===== src/rtl/alu_issue_stage.sv =====
// alu_issue_stage: registered issue stage in front of the ALU.
// Holds up to two decoded instructions (HEAD drives the ALU, SKID absorbs one
// extra instruction while execute stalls) behind valid/ready handshakes.
//
// Optional feature macro: ALU_ISSUE_FWD_EN
//   defined   -> write-back results patch matching rs1/rs2 values, both at
//                capture and in held entries (address 0 never patched)
//   undefined -> fwd_* inputs are ignored
//
// Ports:
//   clk, rst                      clock, synchronous active-high reset
//   in_valid / in_ready           decode-side handshake
//   in_rs1_val .. in_op_sel       decoded instruction payload
//   flush                         drop every held entry and any incoming one
//   fwd_valid/fwd_rd_addr/fwd_data write-back result for forwarding
//   out_valid / out_ready         execute-side handshake
//   opd1..opd4, alu_*_select      ALU operands and control from HEAD
//   out_rd_addr, out_rd_we        destination passed downstream
module alu_issue_stage #(
  parameter int unsigned OPERAND_LENGTH = 32,
  parameter int unsigned REG_ADDR_WIDTH = 5
) (
  input  logic                      clk,
  input  logic                      rst,
  input  logic                      in_valid,
  output logic                      in_ready,
  input  logic [OPERAND_LENGTH-1:0] in_rs1_val,
  input  logic [OPERAND_LENGTH-1:0] in_rs2_val,
  input  logic [OPERAND_LENGTH-1:0] in_pc,
  input  logic [OPERAND_LENGTH-1:0] in_imm,
  input  logic [REG_ADDR_WIDTH-1:0] in_rs1_addr,
  input  logic [REG_ADDR_WIDTH-1:0] in_rs2_addr,
  input  logic [REG_ADDR_WIDTH-1:0] in_rd_addr,
  input  logic                      in_rd_we,
  input  logic                      in_use_pc,
  input  logic                      in_use_imm,
  input  logic                      in_mux1_sel,
  input  logic [1:0]                in_mux2_sel,
  input  logic [2:0]                in_op_sel,
  input  logic                      flush,
  input  logic                      fwd_valid,
  input  logic [REG_ADDR_WIDTH-1:0] fwd_rd_addr,
  input  logic [OPERAND_LENGTH-1:0] fwd_data,
  output logic                      out_valid,
  input  logic                      out_ready,
  output logic [OPERAND_LENGTH-1:0] opd1,
  output logic [OPERAND_LENGTH-1:0] opd2,
  output logic [OPERAND_LENGTH-1:0] opd3,
  output logic [OPERAND_LENGTH-1:0] opd4,
  output logic                      alu_mux1_select,
  output logic [1:0]                alu_mux2_select,
  output logic [2:0]                alu_op_select,
  output logic [REG_ADDR_WIDTH-1:0] out_rd_addr,
  output logic                      out_rd_we
);

  localparam int unsigned DW = OPERAND_LENGTH;
  localparam int unsigned AW = REG_ADDR_WIDTH;

  // One buffered instruction
  typedef struct packed {
    logic [DW-1:0] rs1_val;
    logic [DW-1:0] rs2_val;
    logic [DW-1:0] pc;
    logic [DW-1:0] imm;
    logic [AW-1:0] rs1_addr;
    logic [AW-1:0] rs2_addr;
    logic [AW-1:0] rd_addr;
    logic          rd_we;
    logic          use_pc;
    logic          use_imm;
    logic          mux1_sel;
    logic [1:0]    mux2_sel;
    logic [2:0]    op_sel;
  } entry_t;

  typedef enum logic [1:0] {
    EMPTY = 2'd0,
    ONE   = 2'd1,
    FULL  = 2'd2
  } state_e;

  state_e state_q, state_d;
  entry_t head_q, head_d;
  entry_t skid_q, skid_d;
  entry_t in_entry;
  entry_t in_fwd, head_fwd, skid_fwd;
  logic   accept, pop;

  // Pack incoming decode fields
  always_comb begin
    in_entry          = '0;
    in_entry.rs1_val  = in_rs1_val;
    in_entry.rs2_val  = in_rs2_val;
    in_entry.pc       = in_pc;
    in_entry.imm      = in_imm;
    in_entry.rs1_addr = in_rs1_addr;
    in_entry.rs2_addr = in_rs2_addr;
    in_entry.rd_addr  = in_rd_addr;
    in_entry.rd_we    = in_rd_we;
    in_entry.use_pc   = in_use_pc;
    in_entry.use_imm  = in_use_imm;
    in_entry.mux1_sel = in_mux1_sel;
    in_entry.mux2_sel = in_mux2_sel;
    in_entry.op_sel   = in_op_sel;
  end

`ifdef ALU_ISSUE_FWD_EN
  // Replace stale register values with the result being written back
  function automatic entry_t fwd_patch(input entry_t e, input logic v,
                                       input logic [AW-1:0] a,
                                       input logic [DW-1:0] d);
    entry_t r;
    r = e;
    if (v && (a != '0)) begin
      if (e.rs1_addr == a) r.rs1_val = d;
      if (e.rs2_addr == a) r.rs2_val = d;
    end
    return r;
  endfunction

  // Patching an invalid entry is harmless: it is never observed or promoted
  assign in_fwd   = fwd_patch(in_entry, fwd_valid, fwd_rd_addr, fwd_data);
  assign head_fwd = fwd_patch(head_q, fwd_valid, fwd_rd_addr, fwd_data);
  assign skid_fwd = fwd_patch(skid_q, fwd_valid, fwd_rd_addr, fwd_data);
`else
  logic unused_fwd;
  assign unused_fwd = ^{fwd_valid, fwd_rd_addr, fwd_data};
  assign in_fwd     = in_entry;
  assign head_fwd   = head_q;
  assign skid_fwd   = skid_q;
`endif

  // Ready depends on registered state only, never on out_ready
  assign in_ready  = (state_q != FULL);
  assign out_valid = (state_q != EMPTY);
  assign accept    = in_valid & in_ready;
  assign pop       = out_valid & out_ready;

  // State register
  always_ff @(posedge clk) begin
    if (rst) begin
      state_q <= EMPTY;
      head_q  <= '0;
      skid_q  <= '0;
    end else begin
      state_q <= state_d;
      head_q  <= head_d;
      skid_q  <= skid_d;
    end
  end

  // Occupancy next-state and entry movement
  always_comb begin
    state_d = state_q;
    head_d  = head_fwd;
    skid_d  = skid_fwd;
    if (flush) begin
      state_d = EMPTY;
      head_d  = '0;
      skid_d  = '0;
    end else begin
      unique case (state_q)
        EMPTY: begin
          if (accept) begin
            head_d  = in_fwd;
            state_d = ONE;
          end
        end
        ONE: begin
          if (accept && pop) begin
            head_d = in_fwd;
          end else if (accept) begin
            skid_d  = in_fwd;
            state_d = FULL;
          end else if (pop) begin
            state_d = EMPTY;
          end
        end
        FULL: begin
          if (pop) begin
            head_d  = skid_fwd;
            state_d = ONE;
          end
        end
        default: state_d = EMPTY;
      endcase
    end
  end

  // ALU-facing view of HEAD
  assign opd1            = head_q.use_pc  ? head_q.pc  : head_q.rs1_val;
  assign opd2            = head_q.use_imm ? head_q.imm : head_q.rs2_val;
  assign opd3            = head_q.rs1_val;
  assign opd4            = head_q.rs2_val;
  assign alu_mux1_select = head_q.mux1_sel;
  assign alu_mux2_select = head_q.mux2_sel;
  assign alu_op_select   = head_q.op_sel;
  assign out_rd_addr     = head_q.rd_addr;
  assign out_rd_we       = head_q.rd_we;

endmodule


===== config.mk =====
export PLATFORM = sky130hd
export DESIGN_NAME = alu_issue_stage
export DESIGN_NICKNAME = d
export VERILOG_FILES = /design/src/rtl/alu_issue_stage.sv
export SDC_FILE = /design/constraint.sdc
export NUM_CORES = 1
export LEC_CHECK = 0
export ABC_CLOCK_PERIOD_IN_PS = 1700
export CAP_MARGIN = 20
export CORE_MARGIN = 2
export CORE_UTILIZATION = 45
export CTS_CLUSTER_SIZE = 12
export DETAILED_ROUTE_END_ITERATION = 8
export PLACE_DENSITY = 0.84
export SYNTH_ARGS = -nofsm -noshare
export SYNTH_HDL_FRONTEND = slang
export SYNTH_SLANG_ARGS = --single-unit

===== constraint.sdc =====
create_clock -name clk -period 1.7 [get_ports clk]
set_clock_uncertainty 0.2 [all_clocks]
set_input_delay 0.34 -clock clk [delete_from_list [all_inputs] [get_ports clk]]
set_output_delay 0.34 -clock clk [all_outputs]
set_load 0.02 [all_outputs]

==> flow_summary.json, run 1 <==
{
  "outcome": "complete, but fails checks",
  "violations": "setup timing",
  "arrival_ns": 1.72,
  "cp_max_fo": 7,
  "synth_top_area_frac": 0.422,
  "crit_type": "register to output pin",
  "path_cells": "buf_12, buf_12, mux2_4, buf_6",
  "die_w_um": 178,
  "initial_core_util": 0.458,
  "setup_violations": 350,
  "holdBufCountCts": 0,
  "die_area_um2": 31600,
  "fin_nets": 1945,
  "antenna_found_initial": 2,
  "cts_buffers": 30,
  "rsz0062_at_grt": "true",
  "cpMostUsedCell": "buf_12",
  "synth_seq_area_share": 0.422,
  "p_comb_frac": 0.201,
  "finalHoldViolations": 0,
  "synth.area.top_cells": "dfxtp_1 42%, a211oi_1 11%, mux2i_1 10%",
  "synth_top_cell_by_area": "dfxtp_1",
  "drive_gt1_frac": 0.537,
  "synth_warnings": 0,
  "ys_ff_latch": 286,
  "core_um2": 29600,
  "startpoint_type": "register",
  "muxShareOfSynthArea": 0.158,
  "power.leakage_nw": 9.40,
  "drv_slew": 0,
  "pre_cts_ws_ns": -0.527,
  "layout_commonest_cell": "dfxtp_1",
  "io_buffers": 288,
  "drc": 0,
  "grt_max_degree": 65,
  "via_count": 13500,
  "synthAdderAreaFrac": 0,
  "h-tree-depth": 1,
  "max_stage_delay_ns": 0.42,
  "cts_tree": "yes",
  "ant_nets": 0,
  "syn2layout_area_growth_pct": 61.6,
  "ir_drop_mv": 0.699,
  "synth-xor-area-share": 0,
  "max_slew.worst_pin.slew_ns": 0.450,
  "synth_top_family_by_area": "compound AO/OA/AOI/OAI gates",
  "final_cell_mix": "257 x dfxtp_1, 182 x a211oi_2, 165 x nand2_1",
  "end_kind": "output pin",
  "grt.total_usage": 0.275,
  "syn_inst": 1445,
  "globalplace.congestion": 0.837,
  "power_frac_seq": 0.422,
  "clockPowerShare": 0.377,
  "period_share": 1.33,
  "fin_util": 0.740,
  "synth_compound_area_frac": 0.242,
  "slowest_stage": "dfxtp_4",
  "hold_class": "primary input to register",
  "max_freq_ghz": 0.442,
  "syn_area_um2": 13600,
  "avgSynthCellArea_um2": 9.39,
  "nFillCells": 1752,
  "clock-root-buffer": "clkbuf_16",
  "gr-total-overflow": 0,
  "cell_internal_pwr_mw": 12.1,
  "dp_hpwl_um": 26400,
  "finalCriticalPeriod_ns": 2.26,
  "maxCapViolCount": 0,
  "grt_pass1_wl_um": 69100,
  "p_sw_mw": 4.62,
  "setup_ws_ns": -0.560,
  "yosys.area_share.simple": 0.0847,
  "die_h_um": 178,
  "cts_buffer_depth": 3,
  "p_per_area_nw_per_um2": 762,
  "rows": 63,
  "io_pins": 337,
  "grt_pass1_vias": 12500,
  "post_drt_wl_per_cell_um": 26.3,
  "p_sw_frac": 0.277,
  "critPathRequiredTime_ns": 1.16,
  "clock_latency_ns": 0.55,
  "vias_per_cell": 6.26,
  "ys_types": 24,
  "drtPass1Iterations": 5,
  "path_clk_slew_ns": 0.06,
  "maxSlewHeadroom": 0.700,
  "drtIter0Drc": 1255,
  "cts.sinks": 286,
  "routed_wl_um": 56900,
  "synth_fp_nets": 1640
}
[critical path, delay by kind of cell (launching register included)]
| family | cells | cell delay [ns] |
|---|---|---|
| buffers and inverters | 3 | 0.41 |
| muxes | 1 | 0.31 |
| DFF | 1 | 0.42 |
[area by class of cell]
cell class | instances | area, um^2 | area share
Clock buffer | 46 | 892 | 0.0407
Tap cell | 390 | 488 | 0.0223
Sequential cell | 286 | 5770 | 0.263
Timing Repair Buffer | 498 | 5850 | 0.267
Clock inverter | 3 | 23.8 | 0.00108
Antenna cell | 2 | 5.00 | 0.000228
Multi-Input combinational cell | 934 | 8900 | 0.406
[cell families (layout without fill, tap and decap cells)]
kind of cell	count (synthesis)	in the layout
flip-flops	286	286
multiplexers	206	206
other	0	2
AND/OR/NAND/NOR	296	296
AO/OA/AOI/OAI	431	432
buffers and inverters	226	547
[sequential cells by signal (all words and copies together) (netlist names), 2 cells and up]
name,flops
skid_fwd,142
out_rd_addr,5
state_q,2
opd3,32
opd4,32
alu_op_select,3
alu_mux2_select,2
head_fwd,66
[worst paths after layout]
kind | slack, ns | cells past startpoint | startpoint | to
worst max-delay path | -0.56 | 4 | head_fwd[6] | opd2[27]
worst min-delay path | 0.18 | 3 | in_rs1_val[27] | skid_fwd[147]
worst max register to register | -0.25 | 8 | state_q[1] | head_fwd[50]
worst min register to register | 0.26 | 2 | skid_fwd[10] | skid_fwd[10]
[routing by layer]
metal,GRT usage,vias to the layer above,share of wire
met2,0.469,898,0.50
met5,0,-,0
met4,0.136,0,0.067
met3,0.0443,303,0.074
met1,0.334,6596,0.36
li1,-,5728,-
[cell usage after synthesis]
| cell | n |
|---|---|
| nand2_1 | 285 |
| a211oi_2 | 80 |
| o21a_1 | 1 |
| dfxtp_1 | 286 |
| nand2b_1 | 2 |
| nor4bb_1 | 1 |
| nand4bb_1 | 1 |
| o21bai_1 | 1 |
| a21oi_1 | 143 |
| nor2_1 | 1 |
| buf_6 | 11 |
| or2_2 | 2 |
| and3b_1 | 1 |
| buf_2 | 38 |
| or3b_2 | 1 |
| buf_1 | 6 |
| and2_1 | 1 |
| a21o_1 | 2 |
| nor2b_1 | 1 |
| a211oi_1 | 204 |
| mux2i_1 | 142 |
| buf_4 | 79 |
| clkbuf_1 | 92 |
| mux2_2 | 64 |
[through the flow]
stage | cells | area, um^2 | hold slack, ns | TNS (ns) | power, mW
final | 2159 | 21900 | 0.182 | -57.05 | 16.7
after global routing | 2159 | 21900 | 0.182 | -75.69 | 17.1
after CTS | 2112 | 18600 | 0.152 | -47.92 | 15.8
after detailed placement | 2016 | 16900 | 0.246 | -152.20 | 9.47
after global placement | 2016 | 16900 | 0.240 | -142.25 | 9.42
after floorplan | 1445 | 13600 | 0.236 | -5.96 | 8.43
[power groups by stage]
stage               clock, mW  sequential [mW]  combinational (mW)
detailed placement          0             7.16                2.31
floorplan                   0             7.11                1.32
global placement            0             7.15                2.26
finish                   6.29             7.06                3.36
global route             6.57             7.07                3.46
CTS                      6.25             7.02                2.55
[timing repair]
item	4_1_cts	5_1_grt
pin swaps	8	280
resized for setup	768	655
endpoints found under the setup margin	295	374
gates cloned	21	31
setup buffers	26	29
(Power assumes the default switching activity.)
==> run 2, diff against run 1 <==
--- a/config.mk
+++ b/config.mk
@@ -11,7 +11,7 @@
 export CORE_UTILIZATION = 45
 export CTS_CLUSTER_SIZE = 12
 export DETAILED_ROUTE_END_ITERATION = 8
-export PLACE_DENSITY = 0.84
+export PLACE_DENSITY_LB_ADDON = 0.05
 export SYNTH_ARGS = -nofsm -noshare
 export SYNTH_HDL_FRONTEND = slang
 export SYNTH_SLANG_ARGS = --single-unit
==> flow_summary.json, run 2 (same netlist as run 1, synthesis figures left out) <==
{
  "outcome": "complete, but fails checks",
  "violations": "setup timing",
  "rsz0062_at_grt": "true",
  "post_drt_wl_per_cell_um": 22.8,
  "path_cells": "buf_12, mux2_2, buf_2",
  "initial_core_util": 0.458,
  "maxCapViolCount": 0,
  "gr-total-overflow": 0,
  "finalCriticalPeriod_ns": 2.16,
  "drv_slew": 0,
  "die_w_um": 178,
  "setup_violations": 346,
  "max_stage_delay_ns": 0.42,
  "io_pins": 337,
  "dp_hpwl_um": 25800,
  "via_count": 12600,
  "maxSlewHeadroom": 0.559,
  "die_area_um2": 31600,
  "path_clk_slew_ns": 0.06,
  "ir_drop_mv": 0.784,
  "rows": 63,
  "startpoint_type": "register",
  "grt.total_usage": 0.259,
  "max_slew.worst_pin.slew_ns": 0.662,
  "final_cell_mix": "277 x dfxtp_1, 214 x nand2_1, 190 x a211oi_2",
  "drtIter0Drc": 915,
  "power.leakage_nw": 9.13,
  "max_freq_ghz": 0.464,
  "arrival_ns": 1.62,
  "largest_reg_flops": 142,
  "h-tree-depth": 2,
  "cts_buffer_depth": 3,
  "clockPowerShare": 0.417,
  "setup_ws_ns": -0.457,
  "fin_nets": 1964,
  "vias_per_cell": 5.78,
  "period_share": 1.27,
  "layout_commonest_cell": "dfxtp_1",
  "die_h_um": 178,
  "fin_util": 0.743,
  "grt_pass1_wl_um": 65100,
  "crit_family": "flip-flops",
  "cp_max_fo": 11,
  "ant_nets": 0,
  "slowest_stage": "dfxtp_4",
  "clock-root-buffer": "clkbuf_16",
  "p_per_area_nw_per_um2": 788,
  "p_comb_frac": 0.178,
  "pre_cts_ws_ns": -0.526,
  "globalplace.congestion": 0.744,
  "end_kind": "output pin",
  "power_mw": 17.4,
  "clock_latency_ns": 0.51,
  "cp_num_buf_inv": 2,
  "routed_wl_um": 49700,
  "critPathRequiredTime_ns": 1.16,
  "p_sw_frac": 0.261,
  "power_frac_seq": 0.405,
  "grt_max_degree": 105,
  "grt_pass1_vias": 11700,
  "cts_tree": "yes",
  "drtPass1Iterations": 5,
  "p_sw_mw": 4.53,
  "drc": 0,
  "cts_buffers": 34,
  "antenna_found_initial": 2,
  "cell_internal_pwr_mw": 12.8,
  "io_buffers": 288,
  "syn2layout_area_growth_pct": 62.4,
  "holdBufCountCts": 0,
  "crit_type": "register to output pin",
  "core_um2": 29600,
  "cts.sinks": 286,
  "multi_input_area_um2": 8160,
  "seq_area_um2": 5750,
  "hold_class": "primary input to register",
  "finalHoldViolations": 0,
  "nFillCells": 2043,
  "drive_gt1_frac": 0.466
}
## run 2: stage by stage
stage               TNS (ns)  hold WS (ns)  cells  cell area [um^2]
floorplan              -5.96         0.236   1445             13600
global placement     -150.47         0.238   2017             17400
detailed placement   -156.70         0.242   2017             17400
CTS                   -41.61         0.193   2129             19500
global route          -70.38         0.157   2182             22000
finish                -52.38         0.106   2182             22000
## run 2: worst min-delay path: stages
cell,delay [ns]
dlymetal6s2s_1,0.24
o21a_1,0.17
nor2_1,0.03
## run 2: final timing paths
path / from / end / slack, ns / cells past startpoint
min: out_ready / state_q[1] / 0.11 / 3
min reg2reg: skid_fwd[141] / skid_fwd[141] / 0.25 / 2
max: head_fwd[7] / opd1[26] / -0.46 / 3
max reg2reg: state_q[0] / opd3[20] / -0.24 / 7
## run 2: what timing repair did
action / 4_1_cts / 5_1_grt
gates cloned: 22 / 45
endpoints found under the setup margin: 352 / 380
setup buffers: 33 / 18
resized for setup: 686 / 411
pin swaps: 9 / 134
## run 2: area by class of cell
| type | count | share of cell area |
|---|---|---|
| Antenna cell | 1 | 0.000114 |
| Clock buffer | 50 | 0.0470 |
| Clock inverter | 8 | 0.00312 |
| Multi-Input combinational cell | 935 | 0.370 |
| Sequential cell | 286 | 0.261 |
| Tap cell | 390 | 0.0221 |
| Timing Repair Buffer | 512 | 0.297 |
## run 2: power groups by stage
stage	sequential, mW	combinational (mW)	clock [mW]
finish	7.03	3.09	7.24
detailed placement	7.15	2.37	0
CTS	7.01	2.59	7.28
floorplan	7.11	1.32	0
global placement	7.15	2.35	0
global route	7.05	3.22	7.59
## run 2: routing by layer
layer | up-vias | part of all wire | track usage
li1 | 5804 | - | -
met2 | 470 | 0.49 | 0.430
met3 | 88 | 0.058 | 0.0383
met5 | - | 0 | 0
met4 | 0 | 0.027 | 0.0721
met1 | 6243 | 0.43 | 0.349
==> run 3, diff against run 2 <==
--- a/config.mk
+++ b/config.mk
@@ -11,7 +11,9 @@
 export CORE_UTILIZATION = 45
 export CTS_CLUSTER_SIZE = 12
 export DETAILED_ROUTE_END_ITERATION = 8
+export HOLD_SLACK_MARGIN = 0.05
 export PLACE_DENSITY_LB_ADDON = 0.05
+export SETUP_SLACK_MARGIN = 0.02
 export SYNTH_ARGS = -nofsm -noshare
 export SYNTH_HDL_FRONTEND = slang
 export SYNTH_SLANG_ARGS = --single-unit
==> flow_summary.json, run 3 (same netlist as run 1, synthesis figures left out) <==
{
  "outcome": "complete, but fails checks",
  "violations": "setup timing",
  "setup_violations": 357,
  "finalCriticalPeriod_ns": 2.23,
  "dp_hpwl_um": 26000,
  "die_area_um2": 31600,
  "post_drt_wl_per_cell_um": 23.4,
  "clock-root-buffer": "clkbuf_16",
  "largest_reg_flops": 142,
  "layout_commonest_cell": "dfxtp_1",
  "grt_max_degree": 89,
  "p_sw_mw": 4.48,
  "maxCapViolCount": 0,
  "via_count": 12700,
  "max_stage_delay_ns": 0.39,
  "fin_util": 0.772,
  "critPathRequiredTime_ns": 1.16,
  "hold_class": "primary input to register",
  "ant_nets": 0,
  "drtIter0Drc": 750,
  "grt_pass1_wl_um": 64100,
  "drv_slew": 0,
  "core_um2": 29600,
  "cts_buffer_depth": 3,
  "final_cell_mix": "275 x dfxtp_1, 146 x clkdlybuf4s50_1, 143 x a211oi_2",
  "end_kind": "output pin",
  "drtPass1Iterations": 5,
  "rows": 63,
  "cts.sinks": 286,
  "grt_pass1_vias": 11300,
  "period_share": 1.31,
  "power_frac_seq": 0.416,
  "p_sw_frac": 0.265,
  "max_slew.worst_pin.slew_ns": 0.637,
  "finalHoldViolations": 0,
  "syn2layout_area_growth_pct": 68.6,
  "fin_nets": 1961,
  "antenna_found_initial": 3,
  "drive_gt1_frac": 0.538,
  "p_comb_frac": 0.194,
  "startpoint_type": "register",
  "h-tree-depth": 1,
  "routed_wl_um": 51000,
  "cp_max_fo": 6,
  "initial_core_util": 0.458,
  "io_pins": 337,
  "crit_type": "register to output pin",
  "clock_latency_ns": 0.55,
  "vias_per_cell": 5.82,
  "dpl_cell_area_um2": 17400,
  "drc": 0,
  "cpMostUsedCell": "buf_6",
  "power.leakage_nw": 9.23,
  "slowest_stage": "dfxtp_4",
  "setup_ws_ns": -0.525,
  "clockPowerShare": 0.390,
  "whs_ns": 0.174,
  "die_w_um": 178,
  "path_clk_slew_ns": 0.06,
  "fin_area_um2": 22900,
  "ir_drop_mv": 0.772,
  "rsz0062_at_grt": "true",
  "grt.total_usage": 0.254,
  "gr-total-overflow": 0,
  "nFillCells": 1919,
  "die_h_um": 178,
  "cell_internal_pwr_mw": 12.5,
  "globalplace.congestion": 0.748,
  "cts_tree": "yes",
  "max_freq_ghz": 0.449,
  "p_per_area_nw_per_um2": 740,
  "path_cells": "buf_6, clkbuf_16, mux2_4, buf_6",
  "io_buffers": 288,
  "maxSlewHeadroom": 0.575,
  "cts_buffers": 31,
  "arrival_ns": 1.69
}
run 3: changes by cell type in the layout (fill, tap and decap cells not counted), sizes merged:
| cell | previous run | this run |
|---|---|---|
| buf | 291 | 317 |
| bufbuf | 1 | 2 |
| bufinv | 1 | 2 |
| clkbuf | 91 | 94 |
| clkdlybuf4s15 | 33 | 0 |
| clkdlybuf4s50 | 145 | 146 |
| diode | 1 | 3 |
| dlymetal6s2s | 1 | 0 |
run 3: worst paths after layout:
| check | start | endpoint | slack, ns | cells after the start |
|---|---|---|---|---|
| min | in_rs2_val[3] | skid_fwd[91] | 0.17 | 3 |
| min reg2reg | skid_fwd[36] | skid_fwd[36] | 0.25 | 2 |
| max | head_fwd[6] | opd2[17] | -0.53 | 4 |
| max reg2reg | state_q[1] | opd4[29] | -0.35 | 9 |
run 3: worst max-delay path: cells and delay by family, from the launching register on:
kind,cells,cell delay [ns]
buffers and inverters,3,0.44
multiplexers,1,0.31
flip-flops,1,0.39
run 3: per-stage QoR:
step	setup TNS, ns	instances	setup slack [ns]	power (mW)
final	-101.86	2182	-0.525	16.9
after global routing	-112.81	2181	-0.562	17.4
after CTS	-55.02	2102	-0.566	16.1
after detailed placement	-133.86	2013	-0.462	9.53
after global placement	-131.29	2013	-0.441	9.51
after floorplan	-5.96	1445	-0.0994	8.43
run 3: area by class of cell:
class                      count  area [um^2]  area share
sequential                   286         5750       0.251
antenna                        3         7.51    0.000328
clock buffer                  47          886      0.0387
multi-input combinational    935         9060       0.396
tap                          390          488      0.0213
clock inverter                 9         95.1     0.00416
timing repair buffer         512         6600       0.288
run 3: per-layer routing:
metal	up-vias	wire (um)	global-route usage
met5	-	11	0
met4	2	1700	0.0608
met3	118	3360	0.0428
met2	498	24600	0.411
met1	6316	21300	0.352
li1	5773	-	-
run 3: power groups by stage:
stage / Clock, mW / Sequential (mW) / Combinational (mW)
2_1_floorplan: 0 / 7.11 / 1.32
3_3_place_gp: 0 / 7.15 / 2.36
3_5_place_dp: 0 / 7.15 / 2.37
4_1_cts: 6.64 / 7.01 / 2.49
5_1_grt: 6.90 / 7.06 / 3.42
6_report: 6.61 / 7.04 / 3.29
run 3: timing repair:
action,CTS,global route
gates resized for setup,708,684
buffers inserted,17,30
hold buffers,0,0
cloned,17,55
pin swaps,21,361
setup endpoints to repair,318,370
